<file path="config.mk">
export PLATFORM = sky130hd
export DESIGN_NAME = cic_dec_ctrl
export DESIGN_NICKNAME = d
export VERILOG_FILES = /design/src/rtl/cic_dec_ctrl.sv
export SDC_FILE = /design/constraint.sdc
export NUM_CORES = 1
export LEC_CHECK = 0
export ABC_AREA = 1
export ABC_CLOCK_PERIOD_IN_PS = 1350
export BUFFER_PORTS_ARGS = -buffer_cell sky130_fd_sc_hd__buf_4
export CELL_PAD_IN_SITES_DETAIL_PLACEMENT = 1
export CELL_PAD_IN_SITES_GLOBAL_PLACEMENT = 1
export CORE_ASPECT_RATIO = 2
export CORE_UTILIZATION = 30
export DETAILED_ROUTE_END_ITERATION = 10
export GPL_TIMING_DRIVEN = 0
export PLACE_DENSITY = 0.77
export SETUP_SLACK_MARGIN = 0.3
export SYNTH_ARGS = -nofsm -noshare
export SYNTH_HDL_FRONTEND = slang
export SYNTH_SLANG_ARGS = --single-unit
export TNS_END_PERCENT = 1
</file>
<file path="constraint.sdc">
create_clock -name clk -period 1.35 [get_ports clk]
set_input_delay 0.405 -clock clk [delete_from_list [all_inputs] [get_ports clk]]
set_output_delay 0.405 -clock clk [all_outputs]
set_load 0.005 [all_outputs]
</file>
<file path="src/rtl/cic_dec_ctrl.sv">
// Sequencer for a single-section CIC decimator: integrator enable, comb phase strobe,
// state clear, programmable rate, start/stop with drain, and an output valid/ready handshake.
// Optional frame counter: define CIC_CTRL_FRAME_CNT_EN; otherwise frame_cnt is tied to zero.
module cic_dec_ctrl #(
    parameter int CNT_W        = 4,
    parameter int RATE_MIN     = 2,
    parameter int RATE_DEFAULT = 5
) (
    input  logic             clk,
    input  logic             syn_rst,
    input  logic             clk_enable,
    input  logic             start,
    input  logic             stop,
    input  logic [CNT_W-1:0] cfg_rate,
    input  logic             cfg_load,
    output logic             cfg_err,
    output logic             flush_clr,
    output logic             integ_en,
    output logic             comb_phase,
    output logic             out_valid,
    input  logic             out_ready,
    output logic             overrun,
    output logic             busy,
    output logic [15:0]      frame_cnt
);

    localparam logic [CNT_W-1:0] RATE_MIN_V     = CNT_W'(RATE_MIN);
    localparam logic [CNT_W-1:0] RATE_DEFAULT_V = CNT_W'(RATE_DEFAULT);
    localparam logic [CNT_W-1:0] ONE_V          = CNT_W'(1);

    typedef enum logic [1:0] {
        ST_IDLE,
        ST_CLEAR,
        ST_RUN,
        ST_DRAIN
    } state_t;

    state_t           state_reg;
    state_t           state_next;
    logic [CNT_W-1:0] cur_count_reg;
    logic [CNT_W-1:0] active_rate_reg;
    logic [CNT_W-1:0] pending_rate_reg;
    logic             cfg_err_reg;
    logic             out_valid_reg;
    logic             overrun_reg;
    logic             rate_ok;
    logic             count_wrap;

    assign rate_ok    = (cfg_rate >= RATE_MIN_V);
    assign count_wrap = (cur_count_reg == (active_rate_reg - ONE_V));

    always_comb begin
        state_next = state_reg;
        integ_en   = 1'b0;
        comb_phase = 1'b0;
        flush_clr  = 1'b0;
        busy       = (state_reg != ST_IDLE);

        integ_en   = ((state_reg == ST_RUN) || (state_reg == ST_DRAIN)) && clk_enable;
        comb_phase = integ_en && (cur_count_reg == '0);
        flush_clr  = (state_reg == ST_CLEAR);

        case (state_reg)
            ST_IDLE:  if (start) state_next = ST_CLEAR;
            ST_CLEAR: state_next = ST_RUN;
            ST_RUN: begin
                // A stop landing on a phase cycle finishes the frame right here.
                if (stop) state_next = comb_phase ? ST_IDLE : ST_DRAIN;
            end
            ST_DRAIN: if (comb_phase) state_next = ST_IDLE;
            default:  state_next = ST_IDLE;
        endcase
    end

    always_ff @(posedge clk) begin
        if (syn_rst) begin
            state_reg <= ST_IDLE;
        end else begin
            state_reg <= state_next;
        end
    end

    always_ff @(posedge clk) begin
        if (syn_rst) begin
            cur_count_reg    <= '0;
            active_rate_reg  <= RATE_DEFAULT_V;
            pending_rate_reg <= RATE_DEFAULT_V;
            cfg_err_reg      <= 1'b0;
        end else begin
            cfg_err_reg <= cfg_load && !rate_ok;
            if (cfg_load && rate_ok) pending_rate_reg <= cfg_rate;

            if (flush_clr) begin
                cur_count_reg   <= '0;
                active_rate_reg <= pending_rate_reg;
            end else if (integ_en) begin
                cur_count_reg <= count_wrap ? '0 : cur_count_reg + ONE_V;
                // New rate takes effect only at a frame boundary.
                if (comb_phase) active_rate_reg <= pending_rate_reg;
            end
        end
    end

    always_ff @(posedge clk) begin
        if (syn_rst || flush_clr) begin
            out_valid_reg <= 1'b0;
            overrun_reg   <= 1'b0;
        end else if (comb_phase) begin
            // An unaccepted sample is overwritten by the new one.
            if (out_valid_reg && !out_ready) overrun_reg <= 1'b1;
            out_valid_reg <= 1'b1;
        end else if (out_valid_reg && out_ready) begin
            out_valid_reg <= 1'b0;
        end
    end

    assign cfg_err   = cfg_err_reg;
    assign out_valid = out_valid_reg;
    assign overrun   = overrun_reg;

`ifdef CIC_CTRL_FRAME_CNT_EN
    logic [15:0] frame_cnt_reg;

    always_ff @(posedge clk) begin
        if (syn_rst || flush_clr) begin
            frame_cnt_reg <= 16'd0;
        end else if (comb_phase) begin
            frame_cnt_reg <= frame_cnt_reg + 16'd1;
        end
    end

    assign frame_cnt = frame_cnt_reg;
`else
    assign frame_cnt = 16'd0;
`endif

endmodule

</file>
==> results.sh, run 1 <==
export IMPL_status="finished with violations"
export IMPL_violations="setup timing"
export IMPL_seq_area_frac_synth_pct=34.9
export IMPL_grt_max_degree=11
export IMPL_cts_root_buf="clkbuf_8"
export IMPL_grt_pass1_vias=994
export IMPL_critPathKind="reg -> out"
export IMPL_worstPathRequired_ns=0.95
export IMPL_die_h_um=82.6
export IMPL_clock_latency_ns=0.25
export IMPL_synthTopCellsByArea="dfxtp_1 35%, nand2_1 13%, buf_4 12%, inv_1 8.1%, nor2_1 5.4%"
export IMPL_first_iter_violations=23
export IMPL_worstSetupEndpointType="primary output"
export IMPL_reg2reg_setup_slack_ns=0.07
export IMPL_gp_congestion=0.739
export IMPL_nFillCells=386
export IMPL_fin_cells=211
export IMPL_cts_max_level=1
export IMPL_layout_common_cells="35 x buf_4, 33 x nand2_1, 16 x conb_1"
export IMPL_fin_area_um2=1380
export IMPL_rows=29
export IMPL_placed_cells=201
export IMPL_grt_total_usage_pct=16.2
export IMPL_synth_top_area_share_pct=34.9
export IMPL_io_pins=34
export IMPL_synthCells=138
export IMPL_final_antenna_net_count=0
export IMPL_path_common_cell="inv_1"
export IMPL_numClockSinks=17
export IMPL_syn_area_um2=975
export IMPL_cts_tree="built"
export IMPL_synth_seq_cells=17
export IMPL_routed_wl_um=2490
export IMPL_placedInstanceArea_um2=1240
export IMPL_grt_remaining_overflow=0
export IMPL_final_nets=195
export IMPL_clk_pin_slew_ns=0.07
export IMPL_p_clk_share_pct=27.2
export IMPL_die_x_um=42.3
export IMPL_finalWorstSetupSlack_ns=-0.101
export IMPL_drt_pass1_iterations=2
export IMPL_combPwrFrac_pct=30.5
export IMPL_p_leak_uw=0.000708
export IMPL_crit_fanout=5
export IMPL_cts_path_max_buffers=2
export IMPL_maxSlewViolCount=0
export IMPL_start_util_pct=31.2
export IMPL_rsz0062_at_grt="yes"
export IMPL_p_sw_uw=439
export IMPL_port_buffers=17
export IMPL_cp_slowest_cell="dfxtp_4"
export IMPL_final_common_cell="buf_4"
export IMPL_irDropWorstVdd_v=0.000599
export IMPL_vias=947
export IMPL_synth_cell_type_count=22
export IMPL_fmax_ghz=0.689
export IMPL_max_cap_violations=0
export IMPL_setup_tns_final_ns=-0.310
export IMPL_hold_viol=0
export IMPL_cts_buffers=3
export IMPL_worst_clock_skew_ns=0.00210
export IMPL_synth_area_leader_cell="dfxtp_1"
export IMPL_antenna_found_initial=0
export IMPL_area_growth_pct=41.8
export IMPL_diodes=0
export IMPL_grt_pass1_wl_um=4200
export IMPL_synth_area_per_cell_um2=7.06
export IMPL_start_kind="flop"
export IMPL_powerDensity_nw_per_um2=1010
export IMPL_min_path_type="in -> reg"
export IMPL_critical_path_max_stage_delay_ns=0.37
export IMPL_drive_above_1_share_pct=38.9
export IMPL_fin_crit_ns=1.45
export IMPL_seqPwrFrac_pct=42.3
export IMPL_p_int_uw=958
export IMPL_setup_viol=4
export IMPL_ys_warnings_count=0
export IMPL_crit_arrival_ns=1.05
export IMPL_wl_per_cell_um=11.8
export IMPL_hold_buffers=0
export IMPL_coreArea_um2=3120
export IMPL_viasPerCell=4.49
export IMPL_switching_share_pct=31.4
export IMPL_fin_crit_sh_pct=108
export IMPL_path_buf_inv=3
export IMPL_place_ws_ns=-0.112
export IMPL_die_area_um2=3490
export IMPL_worstPathCellList="inv_1, nand2_4, inv_1, buf_4"
export IMPL_drc=0
export IMPL_place_hpwl_um=1970
export IMPL_crit_family="flip-flops"
==> layout make-up <==
class | instances | area [um2] | area share [%]
Buffer | 16 | 120 | 8.69
Clock buffer | 3 | 41.3 | 2.99
Timing Repair Buffer | 23 | 188 | 13.6
Sequential cell | 17 | 358 | 25.9
Clock inverter | 1 | 5.00 | 0.362
Tap cell | 31 | 38.8 | 2.81
Inverter | 23 | 98.8 | 7.15
Multi-Input combinational cell | 97 | 533 | 38.6
==> power groups by stage <==
stage	combinational (uW)	clock, uW	sequential (uW)
after CTS	422	395	587
after floorplan	268	0	591
after global placement	363	0	599
final	427	380	591
after detailed placement	377	0	602
after global routing	487	410	597
==> worst paths after layout <==
check,start,endpoint,cells past startpoint
worst min register to register,pending_rate_reg[2]$_SDFFE_PP1P_,pending_rate_reg[2]$_SDFFE_PP1P_,2
worst min-delay path,syn_rst,active_rate_reg[1]$_SDFFE_PP0P_,2
worst max register to register,active_rate_reg[0]$_SDFFE_PP1P_,cur_count_reg[3]$_SDFFE_PP0P_,9
worst max-delay path,state_reg[1]$_SDFFE_PP0P_,flush_clr,4
==> stage by stage <==
stage	utilization, %	total power, uW	hold slack [ns]
after floorplan	-	859	0.419
after global placement	39.8	962	0.436
after detailed placement	39.8	980	0.457
after CTS	43.7	1400	0.323
after global routing	44.3	1490	0.332
final	44.3	1400	0.331
==> metal layers <==
layer / vias up / track usage, % / share of wire (%)
met5: - / 0 / 0
met4: 0 / 9.38 / 2.4
met3: 4 / 2.83 / 3.6
met2: 20 / 34.6 / 65
met1: 450 / 12.8 / 29
li1: 473 / - / -
==> Yosys cell counts <==
cell / count
nand2_1: 35
inv_1: 21
dfxtp_1: 17
buf_4: 16
nor2_1: 14
nand3_1: 9
a21oi_1: 4
ha_1: 3
xor2_1: 3
nand2_4: 2
o211ai_1: 2
o21ai_0: 2
a211oi_1: 1
a21oi_2: 1
and3_1: 1
conb_1: 1
inv_2: 1
inv_4: 1
nand2_2: 1
nand4_1: 1
nand4_4: 1
o21ai_1: 1
==> what timing repair did <==
action                                  CTS  global route
pin swaps                                 9             2
endpoints found under the setup margin   18            20
buffers inserted                          6             0
gates resized for setup                  16             7
==> cell families (layout without fill, tap and decap cells) <==
logic type	Yosys count	count (layout)	synth area share [%]
AOI/OAI and AO/OA	11	11	6.80
xor gates and xnor gates	3	3	2.70
adders and majority gates	3	3	3.85
buffers and inverters	39	66	21.4
DFF	17	17	34.9
other	1	16	0.385
and+or+nand+nor	64	64	29.9
Power figures use the tool's default switching activity.
==> inputs of run 2 (changes only) <==
==> constraint.sdc (replaced) <==
create_clock -name clk -period 1.35 [get_ports clk]
set_input_delay 0.3375 -clock clk [delete_from_list [all_inputs] [get_ports clk]]
set_output_delay 0.3375 -clock clk [all_outputs]
set_load 0.005 [all_outputs]
==> run 2 against run 1 <==
Effect of this change:
- the flow still finishes with violations (setup timing)
- combinational power rose by 8.4%
- maximum frequency rose by 4.4%
- core utilization rose by 0.84 points
- clock power barely moved
- sequential cell count did not move
- wire length rose by 4.4%
- global-route usage fell by 0.94 points
- critical path type unchanged
- critical endpoint is now comb_phase
- largest cell class unchanged
- largest power group unchanged
- highest routed layer unchanged
==> results.sh, run 2 (synthesis gave the netlist of run 1 again) <==
export IMPL_status="finished with violations"
export IMPL_violations="setup timing"
export IMPL_start_util_pct=31.2
export IMPL_maxSlewViolCount=0
export IMPL_drt_pass1_iterations=4
export IMPL_grt_remaining_overflow=0
export IMPL_finalWorstSetupSlack_ns=-0.0403
export IMPL_coreArea_um2=3120
export IMPL_irDropWorstVdd_v=0.000642
export IMPL_vias=954
export IMPL_fin_cells=213
export IMPL_worstReg2RegEnd="cur_count_reg[0]$_SDFFE_PP0P_"
export IMPL_drc=0
export IMPL_reg2reg_setup_slack_ns=0.06
export IMPL_reg2reg_depth=8
export IMPL_first_iter_violations=7
export IMPL_die_x_um=42.3
export IMPL_viasPerCell=4.48
export IMPL_combPwrFrac_pct=32.4
export IMPL_critPathKind="reg -> out"
export IMPL_hp_start="syn_rst"
export IMPL_clock_latency_ns=0.25
export IMPL_die_h_um=82.6
export IMPL_min_path_type="in -> reg"
export IMPL_p_int_uw=979
export IMPL_placed_cells=201
export IMPL_die_area_um2=3490
export IMPL_worstPathRequired_ns=1.01
export IMPL_start_kind="flop"
export IMPL_drive_above_1_share_pct=42.3
export IMPL_powerDensity_nw_per_um2=1010
export IMPL_grt_pass1_vias=991
export IMPL_switching_share_pct=31.5
export IMPL_port_buffers=17
export IMPL_cts_path_max_buffers=2
export IMPL_cts_buffers=3
export IMPL_antenna_found_initial=0
export IMPL_area_growth_pct=44.5
export IMPL_place_ws_ns=-0.0486
export IMPL_clk_pin_slew_ns=0.06
export IMPL_grt_pass1_wl_um=4030
export IMPL_final_antenna_net_count=0
export IMPL_p_clk_share_pct=26.5
export IMPL_cts_tree="built"
export IMPL_grt_max_degree=10
export IMPL_regArea_um2=358
export IMPL_hold_buffers=0
export IMPL_crit_arrival_ns=1.05
export IMPL_diodes=0
export IMPL_p_leak_uw=0.000728
export IMPL_routed_wl_um=2600
export IMPL_fmax_ghz=0.719
export IMPL_worst_clock_skew_ns=0.000642
export IMPL_place_hpwl_um=1990
export IMPL_final_nets=197
export IMPL_multi_input_area_um2=546
export IMPL_final_common_cell="buf_4"
export IMPL_fin_crit_ns=1.39
export IMPL_fin_crit_sh_pct=103
export IMPL_rsz0062_at_grt="yes"
export IMPL_grt_total_usage_pct=15.3
export IMPL_rows=29
export IMPL_p_sw_uw=451
export IMPL_seqPwrFrac_pct=41.1
export IMPL_cts_max_level=1
export IMPL_cp_startpoint="state_reg[1]$_SDFFE_PP0P_"
export IMPL_wl_per_cell_um=12.2
export IMPL_timing_rr_start="active_rate_reg[0]$_SDFFE_PP1P_"
export IMPL_layout_common_cells="35 x buf_4, 31 x nand2_1, 16 x conb_1"
export IMPL_io_pins=34
export IMPL_hold_viol=0
export IMPL_whs_path_depth=2
export IMPL_gp_congestion=0.771
export IMPL_worstSetupEndpointType="primary output"
export IMPL_nFillCells=396
export IMPL_hold_end="active_rate_reg[1]$_SDFFE_PP0P_"
export IMPL_numClockSinks=17
export IMPL_setup_viol=1
export IMPL_max_cap_violations=0
export IMPL_cts_root_buf="clkbuf_8"
export IMPL_crit_fanout=3
-- run 2: critical path, stage by stage, from the launching register on --
cell	delay [ns]
dfxtp_4	0.37
nand2_4	0.06
inv_4	0.07
nand4_4	0.12
inv_2	0.09
buf_6	0.09
-- run 2: what timing repair did --
item / 4_1_cts / 5_1_grt
cloned: 0 / 0
gates resized for setup: 21 / 13
pin swaps: 10 / 5
setup endpoints to repair: 17 / 17
buffers inserted: 7 / 1
-- run 2: per-stage QoR --
stage	hold slack, ns	utilization (%)	cell area, um2	setup TNS (ns)	power [uW]
after floorplan	0.399	-	1050	0	842
after CTS	0.254	43.6	1360	-0.0386	1410
after detailed placement	0.448	38.9	1210	-0.0563	964
final	0.262	45.1	1410	-0.0403	1430
after global placement	0.435	38.9	1210	0	941
after global routing	0.259	45.1	1410	-0.100	1520
-- run 2: worst max-delay path by stage --
| stage | to | slack (ns) |
|---|---|---|
| 5_1_grt | comb_phase | -0.08 |
| 2_1_floorplan | cur_count_reg[0]$_SDFFE_PP0P_ | 0.18 |
| 3_5_place_dp | comb_phase | -0.05 |
| 6_report | comb_phase | -0.04 |
| 4_1_cts | comb_phase | -0.04 |
| 3_3_place_gp | comb_phase | 0.008 |
-- run 2: routing by layer --
metal  track usage (%)  vias up  wire length (um)
met1              12.4      447               790
met2              32.6       23              1660
li1                  -      477                 -
met4              9.69        0                76
met3              1.52        7                71
met5                 0        -                 0
-- run 2: layout make-up --
cell class              instances  area share, %
repair buffers                 25           14.9
clock buffers                   4           3.20
inverters                      23           6.48
well taps                      31           2.75
multi-input cells              97           38.7
plain buffers                  16           8.53
flip-flops and latches         17           25.4
-- run 2: power groups by stage --
stage          registers (uW)  logic, uW  clock network, uW
2_1_floorplan             585        257                  0
3_3_place_gp              593        348                  0
3_5_place_dp              596        368                  0
4_1_cts                   588        430                394
5_1_grt                   593        513                413
6_report                  588        463                379
